===== config.mk =====
export PLATFORM = sky130hd
export DESIGN_NAME = sample_sequencer_flat
export DESIGN_NICKNAME = d
export VERILOG_FILES = /design/src/rtl/synth_pkg.sv /design/src/rtl/sample_sequencer_if.sv /design/src/rtl/sample_sequencer_tick_gen.sv /design/src/rtl/sample_sequencer.sv /design/src/flat_wrapper.sv
export SDC_FILE = /design/constraint.sdc
export NUM_CORES = 1
export LEC_CHECK = 0
export ABC_AREA = 1
export CORE_UTILIZATION = 55
export CTS_BUF_LIST = sky130_fd_sc_hd__clkbuf_8
export DETAILED_ROUTE_END_ITERATION = 6
export MAX_ROUTING_LAYER = met4
export PLACE_DENSITY = 0.9
export SETUP_SLACK_MARGIN = 0.1
export SYNTH_ARGS = -nofsm -noshare
export SYNTH_HDL_FRONTEND = slang
export SYNTH_SLANG_ARGS = --single-unit

===== constraint.sdc =====
create_clock -name clk -period 7.2 [get_ports clk]
set_input_delay 2.16 -clock clk [delete_from_list [all_inputs] [get_ports clk]]
set_output_delay 2.16 -clock clk [all_outputs]
set_load 0.02 [all_outputs]

===== src/rtl/synth_pkg.sv =====
// Shared types and constants for the synth datapath.
//   wave_mode_t : waveform select carried to the waveshaper
//   seq_state_t : sample_sequencer FSM states
//   next_phase  : phase advance modulo fd, 17-bit safe
package synth_pkg;
  localparam int SAMPLE_W = 8;
  localparam int PHASE_W  = 16;

  typedef enum logic [1:0] {
    MODE_OFF    = 2'b00,
    MODE_SQUARE = 2'b01,
    MODE_TRI    = 2'b10,
    MODE_SAW    = 2'b11
  } wave_mode_t;

  typedef enum logic [1:0] {
    ST_IDLE = 2'b00,
    ST_REQ  = 2'b01,
    ST_WAIT = 2'b10
  } seq_state_t;

  // count+1 is formed in PHASE_W+1 bits so fd=65535 wraps to 0 correctly.
  function automatic logic [PHASE_W-1:0] next_phase(input logic [PHASE_W-1:0] cnt,
                                                     input logic [PHASE_W-1:0] fd);
    logic [PHASE_W:0] inc;
    inc = {1'b0, cnt} + (PHASE_W+1)'(1);
    if (fd == '0)               return '0;
    else if (inc >= {1'b0, fd}) return '0;
    else                        return inc[PHASE_W-1:0];
  endfunction
endpackage


===== src/rtl/sample_sequencer_if.sv =====
// Start/done handshake between the sample sequencer (master) and the
// waveshaper (slave).
//   ws_start  : one-cycle request pulse
//   ws_fd     : latched note period for the request
//   ws_count  : latched phase for the request
//   ws_mode   : latched waveform select
//   ws_done   : one-cycle completion pulse
//   ws_signal : result, valid with ws_done
interface sample_sequencer_if;
  import synth_pkg::*;
  logic                 ws_start;
  logic [PHASE_W-1:0]   ws_fd;
  logic [PHASE_W-1:0]   ws_count;
  wave_mode_t           ws_mode;
  logic                 ws_done;
  logic [SAMPLE_W-1:0]  ws_signal;

  modport master (output ws_start, ws_fd, ws_count, ws_mode,
                  input  ws_done, ws_signal);
  modport slave  (input  ws_start, ws_fd, ws_count, ws_mode,
                  output ws_done, ws_signal);
endinterface


===== src/rtl/sample_sequencer_tick_gen.sv =====
// Sample-rate tick generator.
//   clk, nrst : clock, async active-low reset
//   en        : run enable; low holds the counter at 0
//   tick      : high while the counter sits at SAMPLE_PERIOD-1
module sample_tick_gen #(
  parameter int SAMPLE_PERIOD = 200
) (
  input  logic clk,
  input  logic nrst,
  input  logic en,
  output logic tick
);
  localparam int CW = $clog2(SAMPLE_PERIOD);
  localparam logic [CW-1:0] LAST = CW'(SAMPLE_PERIOD - 1);

  logic [CW-1:0] cnt;

  always_ff @(posedge clk or negedge nrst) begin
    if (!nrst)            cnt <= '0;
    else if (!en)         cnt <= '0;
    else if (cnt == LAST) cnt <= '0;
    else                  cnt <= cnt + CW'(1);
  end

  assign tick = (cnt == LAST);
endmodule


===== src/rtl/sample_sequencer.sv =====
// Initiator side of the waveshaper start/done handshake.
//   clk, nrst     : clock, async active-low reset
//   en            : run enable; low aborts, clears phase and sticky flags
//   fd_in         : note period in samples (0 = silence)
//   mode_in       : waveform select
//   ws            : handshake to the waveshaper (master side)
//   sample        : last captured waveshaper result
//   sample_valid  : one-cycle strobe for a new sample
//   busy          : request outstanding (REQ or WAIT)
//   overrun       : sticky, a tick arrived while busy
//   timeout       : sticky, the waveshaper failed to answer in time
module sample_sequencer
  import synth_pkg::*;
#(
  parameter int SAMPLE_PERIOD = 200,
  parameter int TIMEOUT       = 64
) (
  input  logic                 clk,
  input  logic                 nrst,
  input  logic                 en,
  input  logic [PHASE_W-1:0]   fd_in,
  input  wave_mode_t           mode_in,
  sample_sequencer_if.master   ws,
  output logic [SAMPLE_W-1:0]  sample,
  output logic                 sample_valid,
  output logic                 busy,
  output logic                 overrun,
  output logic                 timeout
);
  localparam int TW = $clog2(TIMEOUT + 1);
  // Counter reads 1 in the first WAIT cycle, so abandoning at TIMEOUT-1
  // returns to IDLE exactly TIMEOUT cycles after ws_start.
  localparam logic [TW-1:0] TMO_LAST = TW'(TIMEOUT - 1);

  seq_state_t          state;
  logic [PHASE_W-1:0]  phase;
  logic [TW-1:0]       tmo_cnt;
  logic                tick;
  logic [PHASE_W-1:0]  clamp;

  sample_tick_gen #(.SAMPLE_PERIOD(SAMPLE_PERIOD)) u_tick (
    .clk  (clk),
    .nrst (nrst),
    .en   (en),
    .tick (tick)
  );

  // A shortened note can leave phase beyond the new period; restart at 0.
  assign clamp = (phase >= fd_in) ? '0 : phase;
  assign busy  = (state != ST_IDLE);

  always_ff @(posedge clk or negedge nrst) begin
    if (!nrst) begin
      state        <= ST_IDLE;
      phase        <= '0;
      tmo_cnt      <= '0;
      ws.ws_start  <= 1'b0;
      ws.ws_fd     <= '0;
      ws.ws_count  <= '0;
      ws.ws_mode   <= MODE_OFF;
      sample       <= '0;
      sample_valid <= 1'b0;
      overrun      <= 1'b0;
      timeout      <= 1'b0;
    end else begin
      ws.ws_start  <= 1'b0;
      sample_valid <= 1'b0;
      if (!en) begin
        state   <= ST_IDLE;
        phase   <= '0;
        tmo_cnt <= '0;
        overrun <= 1'b0;
        timeout <= 1'b0;
      end else begin
        if (tick && state != ST_IDLE) overrun <= 1'b1;
        case (state)
          ST_IDLE: if (tick) begin
            ws.ws_fd    <= fd_in;
            ws.ws_mode  <= mode_in;
            ws.ws_count <= clamp;
            phase       <= clamp;
            ws.ws_start <= 1'b1;
            state       <= ST_REQ;
          end
          ST_REQ: begin
            tmo_cnt <= TW'(1);
            state   <= ST_WAIT;
          end
          ST_WAIT: begin
            if (ws.ws_done) begin
              sample       <= ws.ws_signal;
              sample_valid <= 1'b1;
              phase        <= next_phase(ws.ws_count, ws.ws_fd);
              state        <= ST_IDLE;
            end else if (tmo_cnt >= TMO_LAST) begin
              timeout <= 1'b1;
              state   <= ST_IDLE;
            end else begin
              tmo_cnt <= tmo_cnt + TW'(1);
            end
          end
          default: state <= ST_IDLE;
        endcase
      end
    end
  end
endmodule

===== src/flat_wrapper.sv =====
// flat-port wrapper written by rule: the top's interface ports become plain ports
module sample_sequencer_flat import synth_pkg::*;
#(
  parameter int SAMPLE_PERIOD = 200,
  parameter int TIMEOUT       = 64
)
  (clk, nrst, en, fd_in, mode_in, sample, sample_valid, busy, overrun, timeout, ws_ws_start, ws_ws_fd, ws_ws_count, ws_ws_mode, ws_ws_done, ws_ws_signal);
  sample_sequencer_if ws_i ();
  input  logic clk;
  input  logic nrst;
  input  logic en;
  input  logic [PHASE_W-1:0] fd_in;
  input  wave_mode_t mode_in;
  output logic [SAMPLE_W-1:0] sample;
  output logic sample_valid;
  output logic busy;
  output logic overrun;
  output logic timeout;
  output wire logic [$bits(ws_i.ws_start)-1:0] ws_ws_start;
  output wire logic [$bits(ws_i.ws_fd)-1:0] ws_ws_fd;
  output wire logic [$bits(ws_i.ws_count)-1:0] ws_ws_count;
  output wire logic [$bits(ws_i.ws_mode)-1:0] ws_ws_mode;
  input wire logic [$bits(ws_i.ws_done)-1:0] ws_ws_done;
  input wire logic [$bits(ws_i.ws_signal)-1:0] ws_ws_signal;
  assign ws_ws_start = ws_i.ws_start;
  assign ws_ws_fd = ws_i.ws_fd;
  assign ws_ws_count = ws_i.ws_count;
  assign ws_ws_mode = ws_i.ws_mode;
  assign ws_i.ws_done = ws_ws_done;
  assign ws_i.ws_signal = ws_ws_signal;
  sample_sequencer #(.SAMPLE_PERIOD(SAMPLE_PERIOD), .TIMEOUT(TIMEOUT)) u_core (.clk(clk), .nrst(nrst), .en(en), .fd_in(fd_in), .mode_in(mode_in), .ws(ws_i), .sample(sample), .sample_valid(sample_valid), .busy(busy), .overrun(overrun), .timeout(timeout));
endmodule

==> out/metrics.cfg, run 1 <==
[worst_setup_path]
reg2reg_slack_ns=3.95
path_cells=clkdlybuf4s50_1 -> inv_1 -> ha_1 -> a21oi_1 -> o21ai_0 -> nand2_1 -> nand2_1 -> a21oi_4 -> and2_1 -> nand3_1 -> o21ai_0
critPathTopFamily=simple AND/OR/NAND/NOR gates
cp-start-kind=input port
arrival_ns=4.86
critical-path-max-stage-delay_ns=0.73
critPathBufInv=2
end_kind=register
path_max_fanout=17
slowest_stage=and2_1
crit_required_ns=7.48
critPathKind=input port to register

[cells_and_area]
final_util_pct=67.8
multiInputGateArea_mm2=0.00253
finalInstanceArea_mm2=0.00591
fin_nets=737
nFillCells=713
regArea_mm2=0.00198
area.growth.synth_to_final_pct=19.3
drive_above_1_share_pct=9.01
n_antenna_cell=0

[timing]
fin_crit_sh_pct=63.6
hold_viol_final=0
fin_skew_ns=0.0133
period_needed_ns=4.58
worst_pin_slew_ns=1.01
max_slew_margin_pct=33.0
slew_violations=0
fmax_mhz=218
setup_violations=0
fin_tns_setup_ns=0
rsz0062_at_grt=false

[grt]
grt_pass1_wl_mm=20.6
antenna_found_initial=0
overflow=0
globalRouteTotalUtil_pct=28.0
grt_pass1_vias=4359
grt_start_max_net_pins=80

[die]
rows=34
dieArea_mm2=0.00939
initial_core_util_pct=56.8
ios=77
fp.dieH_um=96.9
core_mm2=0.00872
die_x_um=96.9

[route]
drc=0
avgViaCountPerCell=5.57
ant_nets=0
route.vias.total=4370
drtIter0Drc=233
drt-total-wl_mm=12.1
firstDrtPassIters=5
wl_per_cell_um=15.4

[clocking]
ctsHoldBuffers=0
cts_root_buf=clkbuf_8
cts-htree-levels=3
cts_sinks=79
cts_made_buffers=9
cts_tree=yes
cts_setup_buffers=0
clk_path_buf_depth=2
cts_resized=0
clk_pin_slew_ns=0.09
insertion_delay_ns=0.36

[power_and_ir_drop]
leakage_uw=0.00299
power.density_mw_per_mm2=161
ir_drop_mv=0.106

[placed_design]
hpwl_mm=9.09
port_buffers=76
place_congestion=0.976
place_area_mm2=0.00569

[status]
status=complete, no violations

[logic_synthesis]
seq_area_frac_synth_pct=39.9
synthesis.area_mm2=0.00495
syn_area_per_cell_um2=8.22
ys_seq_elements=79
yosysTopAreaCellShare_pct=39.9
synth_cell_types=42
synth_area_leader_cell=dfrtp_1
yosys_warnings=0
syn_nets=668
synth.area.top_cells=dfrtp_1 (40%), nand2_1 (14%), ha_1 (8.8%), inv_1 (5.3%), nand4_1 (5.1%)
synthCells=603

[flow_run]
maxCapViolations=0

[min_path]
hold_path_class=register to register

## worst reg2reg max path, cell delays in order, from the launching register on
cell,delay [ns]
dfrtp_1,0.50
ha_1,0.28
nand3_4,0.13
nor3b_1,0.37
nand2_1,0.11
xor2_1,0.27
ha_1,0.31
nand2_1,0.10
nor2_1,0.05
nand2_1,0.06
nor2_1,0.04
nand3_1,0.06
nand4_1,0.13
nor2_4,0.35
nand4_1,0.18
nand2_1,0.10
nand2_1,0.06
nand2_1,0.09
## registers in the layout (all words and copies together), names as in the netlist
| name | cells |
|---|---|
| u_core.overrun | 1 |
| u_core.phase | 16 |
| u_core.sample | 8 |
| u_core.sample_valid | 1 |
| u_core.state | 2 |
| u_core.timeout | 1 |
| u_core.tmo_cnt | 7 |
| u_core.u_tick.cnt | 8 |
| u_core.ws.ws_count | 16 |
| u_core.ws.ws_fd | 16 |
| u_core.ws.ws_mode | 2 |
| u_core.ws.ws_start | 1 |
## metrics by stage
| stage | hold slack [ns] | total power [uW] | setup WS (ns) | cells |
|---|---|---|---|---|
| after floorplan | 0.430 | 530 | 3.57 | 603 |
| after global placement | 0.442 | 585 | 2.44 | 769 |
| after detailed placement | 0.451 | 589 | 2.29 | 769 |
| after CTS | 0.461 | 959 | 2.66 | 785 |
| after global routing | 0.480 | 988 | 2.42 | 785 |
| final | 0.458 | 954 | 2.62 | 785 |
## path summary, 6_finish.rpt
path | from | endpoint | cells after the start
setup / recovery | fd_in[3] | u_core.ws.ws_count[14] | 11
hold / removal | u_core.u_tick.cnt[0] | u_core.u_tick.cnt[0] | 1
setup reg to reg | u_core.ws.ws_count[0] | u_core.phase[14] | 17
hold reg to reg | u_core.u_tick.cnt[0] | u_core.u_tick.cnt[0] | 1
max in group asynchronous | nrst | u_core.u_tick.cnt[4] | 1
min in group asynchronous | nrst | u_core.ws.ws_fd[2] | 1
## routing by layer
layer	up-vias	GRT usage, %	part of all wire, %
li1	2109	-	-
met1	2058	35.7	43
met2	183	45.9	49
met3	20	3.32	6.3
met4	0	10.2	1.7
met5	-	-	0
## cell usage in the layout, fill, tap and decap left out, types with 3 or more instances in the layout
cell,synthesis,final
clkbuf_8,2,10
xor2_1,15,15
inv_1,70,71
o21a_1,7,7
a21oi_1,18,18
nor3b_1,3,3
nand3_1,17,17
nor3_1,9,9
nor2_1,27,27
ha_1,35,35
o21ai_0,31,31
nand3_2,13,13
dfrtp_1,79,79
nor2_4,4,4
clkdlybuf4s50_1,0,75
nand2_2,6,6
nand2_1,183,183
nor2_2,5,5
nand4_1,40,40
## cell families after synthesis
logic type / share of synthesized area [%]
adder cells (fa/ha/maj): 8.84
flip-flops: 39.9
XOR/XNOR: 2.83
AO/OA/AOI/OAI: 7.27
AND/OR/NAND/NOR: 32.0
buffers and inverters: 9.19
## layout make-up
| cell class | count | area share (%) |
|---|---|---|
| clock buffers | 10 | 2.33 |
| inverters | 74 | 4.78 |
| repair buffers | 77 | 13.0 |
| clock inverters | 6 | 1.44 |
| multi-input cells | 431 | 42.8 |
| well taps | 108 | 2.29 |
| flip-flops and latches | 79 | 33.4 |
## cells in the mapped netlist (all sizes together)
cell,number
nand4,41
inv,74
o21ai,31
xnor2,1
nand3,31
a21oi,19
and2,2
nor3,12
dlygate4sd1,1
ha,35
a31oi,1
clkbuf,4
nor3b,3
nand2,190
a21o,1
dfrtp,79
o21a,7
nor4,2
o21bai,1
buf,14
o31ai,2
xor2,15
nor2,37
## power breakdown
part | switching, uW | internal (uW)
combinational | 64.7 | 48.9
sequential | 10.1 | 456
clock | 170 | 204
No activity file was read; power rests on OpenSTA's default activity.
==> run 2, diff against run 1 <==
- CORE_UTILIZATION: 55 -> 51
- PLACE_DENSITY: 0.9 -> 0.88
- clock period: 7.2 -> 3.82 ns (I/O delays scaled with it)
==> run 2 against run 1 <==
Core utilization decreased by 4.3 points. Clock-buffer cell count decreased by 1. Clock power increased by 63%. Critical path type unchanged. Critical path depth unchanged. Sequential share of layout area decreased by 0.078 points.
==> out/metrics.cfg, run 2 (synthesized netlist as in run 1, its figures left out) <==
[status]
status=complete, no violations

[route]
met3WireLength_um=796  ; +4.6%
route.vias.total=4399  ; +0.66%
top_layer_used=met4
avgViaCountPerCell=5.44  ; -2.2%
wl_per_cell_um=15.0  ; -2.7%
drtIter0Drc=514  ; +120%
drt-total-wl_mm=12.1  ; +0.16%
wl_met2_mm=5.89  ; -0.36%
ant_nets=0  ; unchanged
firstDrtPassIters=7  ; +2
routedLengthMet1_mm=5.15  ; -0.69%
drc=0  ; unchanged

[worst_setup_path]
path_max_fanout=16  ; -1
reg2reg_slack_ns=0.47  ; -3.48 ns
end_kind=register
cp-start-kind=input port
critPathBufInv=2  ; unchanged
slowest_stage=and2_1
critical-path-max-stage-delay_ns=0.68  ; -0.05 ns
critPathKind=input port to register
crit_required_ns=4.09  ; -3.39 ns
arrival_ns=3.66  ; -1.20 ns
critPathTopFamily=simple AND/OR/NAND/NOR gates
path_cells=clkdlybuf4s50_1 -> inv_1 -> ha_1 -> a21oi_1 -> nor2_1 -> o21bai_2 -> nand3_2 -> a21oi_4 -> and2_1 -> nand3_1 -> o21ai_0

[timing]
period_needed_ns=3.39
setup_violations=0  ; unchanged
fmax_mhz=295
hold_viol_final=0  ; unchanged
max_slew_margin_pct=35.3  ; +2.4 points
fin_tns_setup_ns=0  ; unchanged
worst_pin_slew_ns=0.970  ; -0.0353 ns
setup_ws_ns=0.426  ; -2.19 ns
rsz0062_at_grt=false
slew_violations=0  ; unchanged
fin_skew_ns=0.00736  ; -0.00590 ns
fin_crit_sh_pct=88.8
fin_hold_ws_ns=0.460  ; +0.00201 ns

[clocking]
cts_resized=0  ; unchanged
cts_tree=yes
clk_pin_slew_ns=0.08  ; about the same
cts_sinks=79  ; unchanged
insertion_delay_ns=0.36  ; about the same
cts-htree-levels=3  ; unchanged
clk_path_buf_depth=2  ; unchanged
cts_setup_buffers=0  ; unchanged
cts_root_buf=clkbuf_8
ctsHoldBuffers=0  ; unchanged
cts_made_buffers=9  ; unchanged

[min_path]
hold_path_class=register to register

[grt]
overflow=0  ; unchanged
globalRouteTotalUtil_pct=26.0  ; -2.0 points
grt_pass1_wl_mm=20.0  ; -3.0%
grt_start_max_net_pins=80  ; unchanged
antenna_found_initial=0  ; unchanged
grt_pass1_vias=4334  ; -0.57%

[cells_and_area]
final_common_cell=nand2_1
area.growth.synth_to_final_pct=19.6
mostFrequentLayoutCells=nand2_1 (183), dfrtp_1 (79), clkdlybuf4s50_1 (75)
largestRegisters=u_core.phase x16, u_core.ws.ws_count x16, u_core.ws.ws_fd x16
fin_nets=740  ; +0.41%
nFillCells=762  ; +6.9%
n_antenna_cell=0  ; unchanged
drive_above_1_share_pct=9.28  ; +0.27 points

[die]
ios=77  ; unchanged
dieArea_mm2=0.0101  ; +7.7%
initial_core_util_pct=53.1  ; -3.7 points
die_x_um=101  ; +3.8%
rows=35  ; +2.9%
core_mm2=0.00933  ; +7.0%
fp.dieH_um=101  ; +3.8%

[power_and_ir_drop]
leakage_uw=0.00299  ; -0.11%
power.density_mw_per_mm2=287  ; +78%
ir_drop_mv=0.183  ; +73%

[placed_design]
place_ws_ns=0.193  ; -2.09 ns
port_buffers=76  ; unchanged
hpwl_mm=9.08  ; about the same
place_congestion=0.920  ; -5.8%

[flow_run]
maxCapViolations=0  ; unchanged

==> run 2: cell types whose count changed in the layout (fill, tap and decap cells not counted), sizes merged <==
cell / change
clkinv: +1
bufinv: -1
clkbuf: -1
buf: +3
==> run 2: worst paths after layout <==
path	endpoint	startpoint	depth (start not counted)
min reg2reg	u_core.u_tick.cnt[0]	u_core.u_tick.cnt[0]	1
min	u_core.u_tick.cnt[0]	u_core.u_tick.cnt[0]	1
max	u_core.ws.ws_count[14]	fd_in[9]	11
min in group asynchronous	u_core.sample[0]	nrst	1
max reg2reg	u_core.phase[6]	u_core.ws.ws_count[0]	17
max in group asynchronous	u_core.phase[2]	nrst	1
==> run 2: final cells by class <==
type	instances	area, um2	area share [%]
multi-input combinational	431	2530	42.7
clock buffer	9	124	2.09
sequential	79	1980	33.4
inverter	74	283	4.77
clock inverter	6	63.8	1.08
tap	129	161	2.72
timing repair buffer	80	788	13.3
==> run 2: power breakdown <==
group	leakage (uW)	internal, uW	switching, uW
clock network	0.0000965	297	312
logic	0.00186	92.0	123
registers	0.00103	860	19.4
==> run 2: through the flow <==
step / cell area (um2) / utilization, % / power (uW) / instances
CTS: 5930 / 63.5 / 1720 / 808
floorplan: 4950 / - / 998 / 603
global route: 5930 / 63.5 / 1780 / 808
finish: 5930 / 63.5 / 1700 / 808
detailed placement: 5740 / 61.5 / 1110 / 793
global placement: 5740 / 61.5 / 1100 / 793
==> run 2: worst register-to-register path: cells and delay by family, from the launching register on <==
| family | cells | cell delay (ns) |
|---|---|---|
| AND/OR/NAND/NOR | 14 | 1.84 |
| adder cells (fa/ha/maj) | 2 | 0.60 |
| flip-flops | 1 | 0.54 |
| XOR/XNOR | 1 | 0.28 |
==> run 2: routing by layer <==
layer / GRT usage [%] / vias to the layer above
met3: 5.27 / 26
li1: - / 2115
met1: 31.7 / 2091
met2: 43.5 / 167
met5: - / -
met4: 7.80 / 0
==> run 3, diff against run 2 <==
- CORE_ASPECT_RATIO: unset -> 1.2
==> run 3 against run 2 <==
Via count grew 2.6%. Critical path depth grew 4. Cell count shrank 0.62%. Core utilization shrank 0.60 points. Critical path type is now register to register. Clock power grew 14%. First-iteration DRC count shrank 38%. Combinational power is essentially flat. Sequential cell count is the same. Setup slack gained 0.030 ns. Sequential share of layout area shrank 0.18 points. Highest routed layer unchanged.
==> out/metrics.cfg, run 3 (synthesized netlist as in run 1, its figures left out) <==
[timing]
slew_violations=0  ; unchanged
hold_viol_final=0  ; unchanged
period_needed_ns=3.36  ; -0.0303 ns
fin_skew_ns=0.00978  ; +0.00243 ns
fmax_mhz=297  ; +0.90%
fin_tns_setup_ns=0  ; unchanged
fin_hold_ws_ns=0.457  ; -0.00272 ns
setup_violations=0  ; unchanged
max_slew_margin_pct=31.5  ; -3.8 points
fin_crit_sh_pct=88.0  ; -0.79 points
worst_pin_slew_ns=1.03  ; +0.0572 ns
rsz0062_at_grt=false

[clocking]
cts_setup_buffers=0  ; unchanged
cts_sinks=79  ; unchanged
clk_pin_slew_ns=0.08  ; about the same
cts_resized=0  ; unchanged
cts_root_buf=clkbuf_8
cts_made_buffers=9  ; unchanged
clk_path_buf_depth=2  ; unchanged
cts-htree-levels=3  ; unchanged
insertion_delay_ns=0.36  ; about the same
ctsHoldBuffers=0  ; unchanged
cts_tree=yes

[cells_and_area]
n_antenna_cell=0  ; unchanged
mostFrequentLayoutCells=nand2_1 (183), dfrtp_1 (79), clkdlybuf4s50_1 (75)
final_common_cell=nand2_1
fin_nets=741  ; +0.14%
final_cell_count_no_fill=803  ; -0.62%
drive_above_1_share_pct=9.56  ; +0.28 points
area.growth.synth_to_final_pct=20.2
largestRegisters=u_core.phase x16, u_core.ws.ws_count x16, u_core.ws.ws_fd x16

[min_path]
hold_path_class=register to register
worstHoldStart=u_core.u_tick.cnt[0]

[worst_setup_path]
end_kind=register
critPathKind=register to register
arrival_ns=3.67  ; about the same
cp-start-kind=register
crit-reg2reg-launch=u_core.ws.ws_count[0]
path_max_fanout=16  ; unchanged
worstSetupStartpoint=u_core.ws.ws_count[0]
crit_required_ns=4.13  ; +0.04 ns

[route]
route.vias.total=4512  ; +2.6%
wl_per_cell_um=16.0  ; +7.1%
drtIter0Drc=319  ; -38%
drt-total-wl_mm=12.9  ; +6.4%
firstDrtPassIters=5  ; -2
drc=0  ; unchanged
ant_nets=0  ; unchanged
avgViaCountPerCell=5.62  ; +3.2%

[grt]
globalRouteTotalUtil_pct=27.2  ; +1.2 points
grt_pass1_wl_mm=20.6  ; +3.3%
antenna_found_initial=0  ; unchanged
grt_pass1_vias=4548  ; +4.9%
overflow=0  ; unchanged
grt_start_max_net_pins=80  ; unchanged

[placed_design]
hpwl_mm=9.44  ; +4.0%
port_buffers=76  ; unchanged
place_congestion=0.945  ; +2.7%
dp.cells=788  ; -0.63%

[die]
die_x_um=92.0  ; -8.5%
ios=77  ; unchanged
core_mm2=0.00947  ; +1.5%
initial_core_util_pct=52.3  ; -0.78 points
dieArea_mm2=0.0101  ; about the same
rows=39  ; +11%
fp.dieH_um=110  ; +9.4%

[power_and_ir_drop]
power_uw=1790  ; +5.3%
ir_drop_mv=0.187  ; +2.1%
power.density_mw_per_mm2=301  ; +4.8%
leakage_uw=0.00301  ; +0.54%

[status]
status=complete, no violations

[flow_run]
maxCapViolations=0  ; unchanged

[run 3: critical path, cell delays in order (launching register included)]
cell     delay [ns]
dfrtp_1        0.59
ha_1           0.31
nand3_4        0.13
nor3b_1        0.35
nand2_1        0.11
xor2_1         0.32
ha_1           0.31
nand2_1        0.07
inv_1          0.04
o21ai_0        0.18
nand4_1        0.18
nor2_4         0.34
nand4_1        0.14
nand2_1        0.10
nand2_1        0.06
nand2_1        0.06
[run 3: cell type report]
type,count,area [um2]
fill,814,3510
clock buffer,10,138
tap,123,154
timing repair buffer,81,796
multi-input combinational,431,2530
sequential,79,1980
inverter,74,283
clock inverter,5,81.3
[run 3: per-layer routing]
metal  share of wire (%)  vias up  track usage [%]
li1                    -     2113                -
met2                  51      190             48.2
met5                   0        -                -
met3                 5.4       74             4.73
met1                  37     2135             27.7
met4                 6.3        0             18.6
[run 3: worst paths after layout]
| kind | end | slack [ns] | depth (start not counted) |
|---|---|---|---|
| max in group asynchronous | u_core.ws.ws_count[13] | 2.20 | 1 |
| worst min-delay path | u_core.u_tick.cnt[0] | 0.46 | 1 |
| worst max-delay path | u_core.phase[13] | 0.46 | 15 |
| worst min register to register | u_core.u_tick.cnt[0] | 0.46 | 1 |
| min in group asynchronous | u_core.ws.ws_fd[15] | 0.94 | 1 |
| worst max register to register | u_core.phase[13] | 0.46 | 15 |
[run 3: where the power goes]
group	switching (uW)	internal, uW
sequential	19.2	860
combinational	125	92.8
clock	313	383
total	457	1340
[run 3: per-stage QoR]
step           worst slack [ns]  cell area (um2)  utilization [%]
6_report                  0.457             5960             62.9
5_1_grt                   0.174             5960             62.9
4_1_cts                   0.554             5960             62.9
3_5_place_dp              0.500             5740             60.6
3_3_place_gp              0.620             5740             60.6
2_1_floorplan              1.12             4950                -
